`src/rtl/gate_pipe_unit_if.sv`:
```
// Handshake and data bundle for gate_pipe_unit: operand input side,
// result output side, and the completed-transfer counter.
interface gate_pipe_unit_if #(
    parameter int WIDTH = 8,
    parameter int CNT_W = 16
);
    logic             in_valid;
    logic             in_ready;
    logic [WIDTH-1:0] a;
    logic [WIDTH-1:0] b;
    logic [WIDTH-1:0] c;
    logic [2:0]       op;
    logic             out_valid;
    logic             out_ready;
    logic [WIDTH-1:0] y;
    logic             zero;
    logic [CNT_W-1:0] done_cnt;

    modport master (
        output in_valid, a, b, c, op, out_ready,
        input  in_ready, out_valid, y, zero, done_cnt
    );

    modport slave (
        input  in_valid, a, b, c, op, out_ready,
        output in_ready, out_valid, y, zero, done_cnt
    );
endinterface

```
`src/rtl/gate_pipe_unit.sv`:
```
// Two-stage bitwise logic pipeline: S1 captures operands and op, S2 holds the
// registered result with a zero flag; valid/ready on both sides.
module gate_pipe_unit #(
    parameter int WIDTH = 8,
    parameter int CNT_W = 16
) (
    input  logic             clk,
    input  logic             rst_n,
    gate_pipe_unit_if.slave  bus
);
    logic [WIDTH-1:0] a_q, a_d;
    logic [WIDTH-1:0] b_q, b_d;
    logic [WIDTH-1:0] c_q, c_d;
    logic [2:0]       op_q, op_d;
    logic             s1_valid_q, s1_valid_d;
    logic [WIDTH-1:0] y_q, y_d;
    logic             zero_q, zero_d;
    logic             out_valid_q, out_valid_d;
    logic [CNT_W-1:0] cnt_q, cnt_d;

    logic             in_ready;
    logic             in_xfer;
    logic             out_xfer;
    logic             s2_load;
    logic [WIDTH-1:0] res;

    // S2 is free when empty or draining this edge; S1 can then always accept.
    assign s2_load  = s1_valid_q && (!out_valid_q || bus.out_ready);
    assign in_ready = !s1_valid_q || !out_valid_q || bus.out_ready;
    assign in_xfer  = bus.in_valid && in_ready;
    assign out_xfer = out_valid_q && bus.out_ready;

    always_comb begin
        res = a_q;
        case (op_q)
            3'd0:    res = a_q & b_q;
            3'd1:    res = a_q | b_q;
            3'd2:    res = a_q ^ b_q;
            3'd3:    res = ~(a_q & b_q);
            3'd4:    res = ~(a_q | b_q);
            3'd5:    res = ~(a_q ^ b_q);
            3'd6:    res = ~((a_q | b_q) ^ c_q);
            default: res = a_q;
        endcase
    end

    always_comb begin
        a_d         = a_q;
        b_d         = b_q;
        c_d         = c_q;
        op_d        = op_q;
        s1_valid_d  = s1_valid_q;
        y_d         = y_q;
        zero_d      = zero_q;
        out_valid_d = out_valid_q;
        cnt_d       = cnt_q;

        if (in_xfer) begin
            a_d        = bus.a;
            b_d        = bus.b;
            c_d        = bus.c;
            op_d       = bus.op;
            s1_valid_d = 1'b1;
        end else if (s2_load) begin
            s1_valid_d = 1'b0;
        end

        if (s2_load) begin
            y_d         = res;
            zero_d      = (res == '0);
            out_valid_d = 1'b1;
        end else if (out_xfer) begin
            out_valid_d = 1'b0;
        end

        if (out_xfer) begin
            cnt_d = cnt_q + CNT_W'(1);
        end
    end

    always_ff @(posedge clk or negedge rst_n) begin
        if (!rst_n) begin
            a_q         <= '0;
            b_q         <= '0;
            c_q         <= '0;
            op_q        <= '0;
            s1_valid_q  <= 1'b0;
            y_q         <= '0;
            zero_q      <= 1'b1;
            out_valid_q <= 1'b0;
            cnt_q       <= '0;
        end else begin
            a_q         <= a_d;
            b_q         <= b_d;
            c_q         <= c_d;
            op_q        <= op_d;
            s1_valid_q  <= s1_valid_d;
            y_q         <= y_d;
            zero_q      <= zero_d;
            out_valid_q <= out_valid_d;
            cnt_q       <= cnt_d;
        end
    end

    assign bus.in_ready  = in_ready;
    assign bus.out_valid = out_valid_q;
    assign bus.y         = y_q;
    assign bus.zero      = zero_q;
    assign bus.done_cnt  = cnt_q;
endmodule
```
`src/flat_wrapper.sv`:
```
// flat-port wrapper written by rule: the top's interface ports become plain ports
module gate_pipe_unit_flat 
#(
    parameter int WIDTH = 8,
    parameter int CNT_W = 16
)
  (clk, rst_n, bus_in_valid, bus_a, bus_b, bus_c, bus_op, bus_out_ready, bus_in_ready, bus_out_valid, bus_y, bus_zero, bus_done_cnt);
  gate_pipe_unit_if #(.WIDTH(WIDTH), .CNT_W(CNT_W)) bus_i ();
  input  logic clk;
  input  logic rst_n;
  input wire logic [$bits(bus_i.in_valid)-1:0] bus_in_valid;
  input wire logic [$bits(bus_i.a)-1:0] bus_a;
  input wire logic [$bits(bus_i.b)-1:0] bus_b;
  input wire logic [$bits(bus_i.c)-1:0] bus_c;
  input wire logic [$bits(bus_i.op)-1:0] bus_op;
  input wire logic [$bits(bus_i.out_ready)-1:0] bus_out_ready;
  output wire logic [$bits(bus_i.in_ready)-1:0] bus_in_ready;
  output wire logic [$bits(bus_i.out_valid)-1:0] bus_out_valid;
  output wire logic [$bits(bus_i.y)-1:0] bus_y;
  output wire logic [$bits(bus_i.zero)-1:0] bus_zero;
  output wire logic [$bits(bus_i.done_cnt)-1:0] bus_done_cnt;
  assign bus_i.in_valid = bus_in_valid;
  assign bus_i.a = bus_a;
  assign bus_i.b = bus_b;
  assign bus_i.c = bus_c;
  assign bus_i.op = bus_op;
  assign bus_i.out_ready = bus_out_ready;
  assign bus_in_ready = bus_i.in_ready;
  assign bus_out_valid = bus_i.out_valid;
  assign bus_y = bus_i.y;
  assign bus_zero = bus_i.zero;
  assign bus_done_cnt = bus_i.done_cnt;
  gate_pipe_unit #(.WIDTH(WIDTH), .CNT_W(CNT_W)) u_core (.clk(clk), .rst_n(rst_n), .bus(bus_i));
endmodule
```
`config.mk`:
```
export PLATFORM = sky130hd
export DESIGN_NAME = gate_pipe_unit_flat
export DESIGN_NICKNAME = d
export VERILOG_FILES = /design/src/rtl/gate_pipe_unit_if.sv /design/src/rtl/gate_pipe_unit.sv /design/src/flat_wrapper.sv
export SDC_FILE = /design/constraint.sdc
export NUM_CORES = 1
export LEC_CHECK = 0
export CORE_ASPECT_RATIO = 1.5
export CORE_MARGIN = 5
export CORE_UTILIZATION = 48
export CTS_CLUSTER_SIZE = 10
export DETAILED_ROUTE_END_ITERATION = 8
export PLACE_DENSITY = 0.81
export SLEW_MARGIN = 15
export SYNTH_ARGS = -nofsm -noshare
export SYNTH_HDL_FRONTEND = slang
export SYNTH_SLANG_ARGS = --single-unit
export TNS_END_PERCENT = 50
```
`constraint.sdc`:
```
create_clock -name clk -period 3.8 [get_ports clk]
set_clock_uncertainty 0.2 [all_clocks]
set_input_delay 0.76 -clock clk [delete_from_list [all_inputs] [get_ports clk]]
set_output_delay 0.76 -clock clk [all_outputs]
set_load 0.03 [all_outputs]
```
==> metrics.md, run 1 <==
| Metric | Value |
|---|---|
| Sw frac | `0.358` |
| Post-Syn Instances | `287` |
| I/O pins | `58` |
| Leading area contributor after synthesis | `dfrtp_1` |
| Multi-input logic area | `1570 um^2` |
| CTS tree | `yes` |
| Worst reg-to-reg path cell count | `5` |
| Vias | `2,344` |
| Max FO, Critical Path | `3` |
| Post-route setup TNS | `0 ns` |
| Max clock buf depth | `2` |
| Count leader, synth | `dfrtp_1` |
| First-pass GRT wire length | `11,200 um` |
| CTS root buf | `clkbuf_8` |
| Final worst path period share | `0.800` |
| Leak | `1.64 nW` |
| Synth Flop Type | `dfrtp_1` |
| CP required | `2.84 ns` |
| Setup violations, final | `0` |
| Clk pwr share | `0.202` |
| Initial antenna violation count | `0` |
| Clk slew on worst S/H paths | `0.10 ns` |
| Dpl cells | `408` |
| Post-DP HPWL | `4710 um` |
| Routed Wire Length | `6310 um` |
| Layout Nets | `389` |
| # diodes | `0` |
| Sw power | `0.680 mW` |
| Port Buffer Count | `57` |
| Layout cell share with drive strength beyond 1 | `0.149` |
| Slew headroom | `0.477` |
| Most frequent CP cell | `clkdlybuf4s50_1` |
| Vias in the first global route | `2,490` |
| Worst Setup End Kind | `output pin` |
| Post-Layout Cell Count | `416` |
| Met3 usage | `0.0502` |
| Pwr dens | `500 nW/um^2` |
| # DRC | `0` |
| Post-CTS setup buffer count | `0` |
| Mean post-synth cell area | `10.7 um^2` |
| Met2 usage | `0.289` |
| PostCTS Resize Cnt | `0` |
| Min-Delay Path Class | `reg -> reg` |
| CP Cell Sequence | `clkdlybuf4s50_1 -> nand3b_1 -> clkdlybuf4s50_1` |
| Synth top area share | `0.431` |
| Achievable Freq | `329 MHz` |
| Register area share after synthesis | `0.439` |
| Sink Count | `54` |
| Number of H-tree levels | `2` |
| Critical path's slowest cell | `clkdlybuf4s50_1` |
| Final GP Congestion | `0.798` |
| Via-per-instance ratio | `5.63` |
| Logic pwr share | `0.378` |
| DR WL/cell | `15.2 um` |
| RSZ-0062 raised after global routing | `no` |
| Filler instances | `531` |
| Sequential cell area | `1350 um^2` |
| Final Slew Violations | `0` |
| Data arrival, critical path | `2.08 ns` |
| Library cells used by synthesis | `56` |
| GRT Max-Usage Layer | `met2` |
| Grt ovf | `0` |
| Cell Rows | `35` |
| Area Overhead vs Synth | `23.3%` |
| FF+latch count, synth | `54` |
| Crit Path Category | `in -> out` |
| Slew @ Worst Pin | `0.784 ns` |
| Internal power | `1.22 mW` |
| Tot GR Track Use | `0.172` |
| Post-route ant nets | `0` |
| Pre-Repair DR Iteration Count | `4` |
| Largest net degree at the start of global routing | `35` |
| DRT iter0 DRCs | `88` |
| Minimum clock period | `3.04 ns` |
| Async S/R FF share, synth | `1.00` |
| Hold_buf cts | `0` |
| CP peak stage delay | `0.69 ns` |
| Max cap viols | `0` |
| Netlist Area Pre-Place | `3080 um^2` |
| Syn. warnings | `0` |
| Sequential share of power | `0.420` |
| Hold Path Stages | `1` |
| Die height | `108 um` |
| Outcome | `complete, no violations` |
| Final Hold Violating Endpoints | `0` |
| Die width | `75.4 um` |
| Die area | `8150 um^2` |
| Worst-Skew Late Latency | `0.31 ns` |
| Initial Util | `0.495` |
| Met1 Resource Use GR | `0.209` |
| Synth area leaders | `dfrtp_1, mux2_2, ha_1` |
| Startpoint Class | `input pin` |
| Number of enable flip-flop cells after synthesis | `0` |
| Peak supply drop | `504 uV` |
| Cts bufs inserted | `5` |
| Top post-synthesis cells by count | `dfrtp_1, mux2_2, nand2_1` |
| Mapped Nets | `335` |
| Core area | `6220 um^2` |
## layer usage
layer | part of all wire | vias up
met1 | 0.39 | 1149
met4 | 0.020 | 0
li1 | - | 1123
met3 | 0.056 | 12
met2 | 0.53 | 60
met5 | 0 | -
## state kept, by name (all words and copies together) (netlist names)
name	flops
u_core.bus.y	8
u_core.c_q	8
u_core.b_q	8
u_core.bus.done_cnt	16
u_core.op_q	3
u_core.s1_valid_q	1
u_core.a_q	8
u_core.bus.zero	1
u_core.bus.out_valid	1
## kinds of logic after synthesis
kind of cell | count (synthesis) | share of synthesized area
adder cells (fa/ha/maj) | 17 | 0.0691
flip-flops | 54 | 0.439
XOR/XNOR | 18 | 0.0512
multiplexers | 34 | 0.127
AND/OR/NAND/NOR | 81 | 0.142
AO/OA/AOI/OAI | 49 | 0.121
buffers and inverters | 34 | 0.0500
## final timing paths
check,start,end,slack (ns)
max in group asynchronous,rst_n,u_core.a_q[2],2.34
worst min register to register,u_core.bus.done_cnt[15],u_core.bus.done_cnt[15],0.28
min in group asynchronous,rst_n,u_core.op_q[2],0.31
worst max-delay path,bus_out_ready,bus_in_ready,0.76
worst min-delay path,u_core.bus.done_cnt[15],u_core.bus.done_cnt[15],0.28
worst max register to register,u_core.op_q[1],u_core.bus.zero,1.46
## layout make-up
cell class,instances,share of cell area
sequential,54,0.356
clock buffer,5,0.0181
tap,74,0.0244
multi-input combinational,199,0.414
timing repair buffer,61,0.157
inverter,20,0.0198
clock inverter,3,0.0105
## power by group through the flow
stage	Clock (mW)	Combinational, mW	Sequential [mW]
2_1_floorplan	0	0.375	0.893
3_3_place_gp	0	0.695	0.800
3_5_place_dp	0	0.720	0.807
4_1_cts	0.396	0.725	0.799
5_1_grt	0.422	0.787	0.818
6_report	0.384	0.718	0.797
## layout by cell type, fill, tap and decap left out, drive strengths merged, types with 6 or more instances in the layout
cell / instances
ha: 17
dfrtp: 53
clkdlybuf4s50: 56
xnor2: 13
nand2: 25
inv: 20
mux2: 31
nor3: 6
nand2b: 13
nor2: 7
nand3: 7
a211oi: 6
o21ai: 10
## worst max-delay path, delay by kind of cell
kind / cells / cell delay [ns]
buffers and inverters: 2 / 1.16
AND/OR/NAND/NOR: 1 / 0.15
## metrics by stage
step / cell area, um^2 / total power [mW] / setup WS, ns / util / hold slack, ns
2_1_floorplan: 3080 / 1.27 / 1.41 / - / 0.264
6_report: 3800 / 1.90 / 0.761 / 0.611 / 0.281
5_1_grt: 3800 / 2.03 / 0.716 / 0.611 / 0.289
4_1_cts: 3800 / 1.92 / 0.757 / 0.611 / 0.280
3_5_place_dp: 3690 / 1.53 / 0.764 / 0.593 / 0.266
3_3_place_gp: 3690 / 1.50 / 0.783 / 0.593 / 0.262
No activity file was read; power rests on OpenSTA's default activity.
==> run 2: changes to the inputs <==
--- a/config.mk
+++ b/config.mk
@@ -7,10 +7,10 @@
 export LEC_CHECK = 0
 export CORE_ASPECT_RATIO = 1.5
 export CORE_MARGIN = 5
-export CORE_UTILIZATION = 48
+export CORE_UTILIZATION = 47
 export CTS_CLUSTER_SIZE = 10
 export DETAILED_ROUTE_END_ITERATION = 8
-export PLACE_DENSITY = 0.81
+export PLACE_DENSITY = 0.83
 export SLEW_MARGIN = 15
 export SYNTH_ARGS = -nofsm -noshare
 export SYNTH_HDL_FRONTEND = slang
==> constraint.sdc (replaced) <==
create_clock -name clk -period 2.7 [get_ports clk]
set_clock_uncertainty 0.2 [all_clocks]
set_input_delay 0.54 -clock clk [delete_from_list [all_inputs] [get_ports clk]]
set_output_delay 0.54 -clock clk [all_outputs]
set_load 0.03 [all_outputs]
==> metrics.md, run 2 (synthesis gave the netlist of run 1 again) <==
| Metric | Value |
|---|---|
| Sw frac | `0.372 (+0.0143)` |
| PostCTS Resize Cnt | `0 (unchanged)` |
| WHS | `0.130 ns (-0.151 ns)` |
| Crit path to | `bus_in_ready` |
| Layout cell share with drive strength beyond 1 | `0.157 (+0.00740)` |
| Internal power | `1.65 mW (+35%)` |
| Slew @ Worst Pin | `0.658 ns (-0.126 ns)` |
| Startpoint Class | `input pin` |
| Die area | `8300 um^2 (+1.9%)` |
| Max cap viols | `0 (unchanged)` |
| Sink Count | `54 (unchanged)` |
| R2R Setup Slk | `0.43 ns (-1.03 ns)` |
| Die height | `109 um (+0.96%)` |
| Pwr dens | `687 nW/um^2 (+37%)` |
| Peak supply drop | `682 uV (+35%)` |
| CTS root buf | `clkbuf_8` |
| Post-route ant nets | `0 (unchanged)` |
| Layout Nets | `392 (+0.77%)` |
| Min-Delay Path Class | `in -> async` |
| Initial Util | `0.478 (-0.0171)` |
| CTS tree | `yes` |
| Largest net degree at the start of global routing | `55 (+57%)` |
| Post-route cell area | `3820 um^2 (+0.69%)` |
| Max reg flops | `16 (unchanged)` |
| DRT iter0 DRCs | `69 (-22%)` |
| FF-to-FF End | `u_core.bus.zero` |
| Area Overhead vs Synth | `24.2%` |
| Crit Path Category | `in -> out` |
| Via-per-instance ratio | `5.48 (-2.8%)` |
| # diodes | `0 (unchanged)` |
| Commonest cells after routing, fill and taps aside | `clkdlybuf4s50_1, dfrtp_1, mux2_2` |
| CP required | `1.96 ns (-0.88 ns)` |
| Clk pwr share | `0.184 (-0.018)` |
| Achievable Freq | `384 MHz` |
| Data arrival, critical path | `1.86 ns (-0.22 ns)` |
| DR WL/cell | `14.4 um (-5.1%)` |
| Grt ovf | `0 (unchanged)` |
| Core area | `6440 um^2 (+3.6%)` |
| Number of H-tree levels | `2 (unchanged)` |
| Cell Rows | `36 (+2.9%)` |
| Setup violations, final | `0 (unchanged)` |
| Vias | `2,306 (-1.6%)` |
| Routed Wire Length | `6060 um (-3.9%)` |
| Post-DP HPWL | `4620 um (-2.0%)` |
| Die width | `76.1 um (+0.92%)` |
| Worst-Skew Late Latency | `0.31 ns (about the same)` |
| Initial antenna violation count | `0 (unchanged)` |
| Hold_buf cts | `0 (unchanged)` |
| Vias in the first global route | `2,367 (-4.9%)` |
| RSZ-0062 raised after global routing | `no` |
| Max FO, Critical Path | `3 (unchanged)` |
| # DRC | `0 (unchanged)` |
| Cts bufs inserted | `5 (unchanged)` |
| Final Slew Violations | `0 (unchanged)` |
| Final worst path period share | `0.964` |
| Logic pwr share | `0.391 (+0.013)` |
| Sequential share of power | `0.424 (+0.004)` |
| Cell Area, Placed | `3730 um^2 (+1.0%)` |
| Launch point of the worst reg-to-reg path | `u_core.op_q[2]` |
| Worst reg-to-reg path cell count | `6 (+1)` |
| Worst setup startpoint | `bus_out_ready` |
| Final Hold Violating Endpoints | `0 (unchanged)` |
| Port Buffer Count | `57 (unchanged)` |
| Minimum clock period | `2.60 ns` |
| Pre-Repair DR Iteration Count | `4 (unchanged)` |
| Tot GR Track Use | `0.150 (-0.0229)` |
| Post-route setup TNS | `0 ns (unchanged)` |
| Clk slew on worst S/H paths | `0.10 ns (about the same)` |
| Worst Setup End Kind | `output pin` |
| Most common cell after layout, fill and taps aside | `clkdlybuf4s50_1` |
| Sw power | `0.978 mW (+44%)` |
| Slew headroom | `0.561 (+0.0840)` |
| Post-CTS setup buffer count | `0 (unchanged)` |
| Final GP Congestion | `0.782 (-2.1%)` |
| Leak | `1.65 nW (+0.71%)` |
| Max clock buf depth | `2 (unchanged)` |
| I/O pins | `58 (unchanged)` |
| Outcome | `complete, no violations` |
| First-pass GRT wire length | `10,400 um (-6.9%)` |
[run 2: power groups by stage]
| stage | Combinational [mW] | Clock [mW] | Sequential (mW) |
|---|---|---|---|
| 6_report | 1.03 | 0.484 | 1.11 |
| 5_1_grt | 1.12 | 0.519 | 1.15 |
| 4_1_cts | 1.04 | 0.495 | 1.12 |
| 3_5_place_dp | 1.03 | 0 | 1.13 |
| 3_3_place_gp | 0.992 | 0 | 1.12 |
| 2_1_floorplan | 0.528 | 0 | 1.26 |
[run 2: critical path: stages]
cell             delay [ns]
clkdlybuf4s50_1        0.48
nand3b_1               0.15
clkdlybuf4s50_1        0.69
[run 2: area by class of cell]
cell class / instances / area, um^2
fill: 534 / 2620
inverter: 20 / 75.1
clock inverter: 3 / 28.8
timing repair buffer: 64 / 631
clock buffer: 5 / 68.8
sequential: 54 / 1350
tap: 76 / 95.1
multi-input combinational: 199 / 1570
[run 2: how the worst min path moves through the flow]
stage | end | slack (ns) | depth (start not counted)
2_1_floorplan | u_core.a_q[0] | 0.04 | 0
3_3_place_gp | u_core.bus.done_cnt[15] | 0.26 | 1
3_5_place_dp | u_core.bus.done_cnt[15] | 0.26 | 1
4_1_cts | u_core.op_q[1] | 0.16 | 2
5_1_grt | u_core.bus.done_cnt[4] | 0.21 | 2
6_report | u_core.op_q[1] | 0.13 | 2
[run 2: routing by layer]
layer	GRT usage	up-vias	wire, um
li1	-	1134	-
met1	0.175	1099	2500
met2	0.256	58	3040
met3	0.0446	15	369
met4	0.0625	0	142
met5	0	-	0
[run 2: stage by stage]
step,cells,util,total power [mW],setup WS [ns]
finish,421,0.594,2.63,0.0966
global route,421,0.594,2.78,0.0618
CTS,421,0.594,2.65,0.0863
detailed placement,413,0.578,2.16,0.0946
global placement,413,0.578,2.12,0.121
floorplan,287,-,1.78,0.525
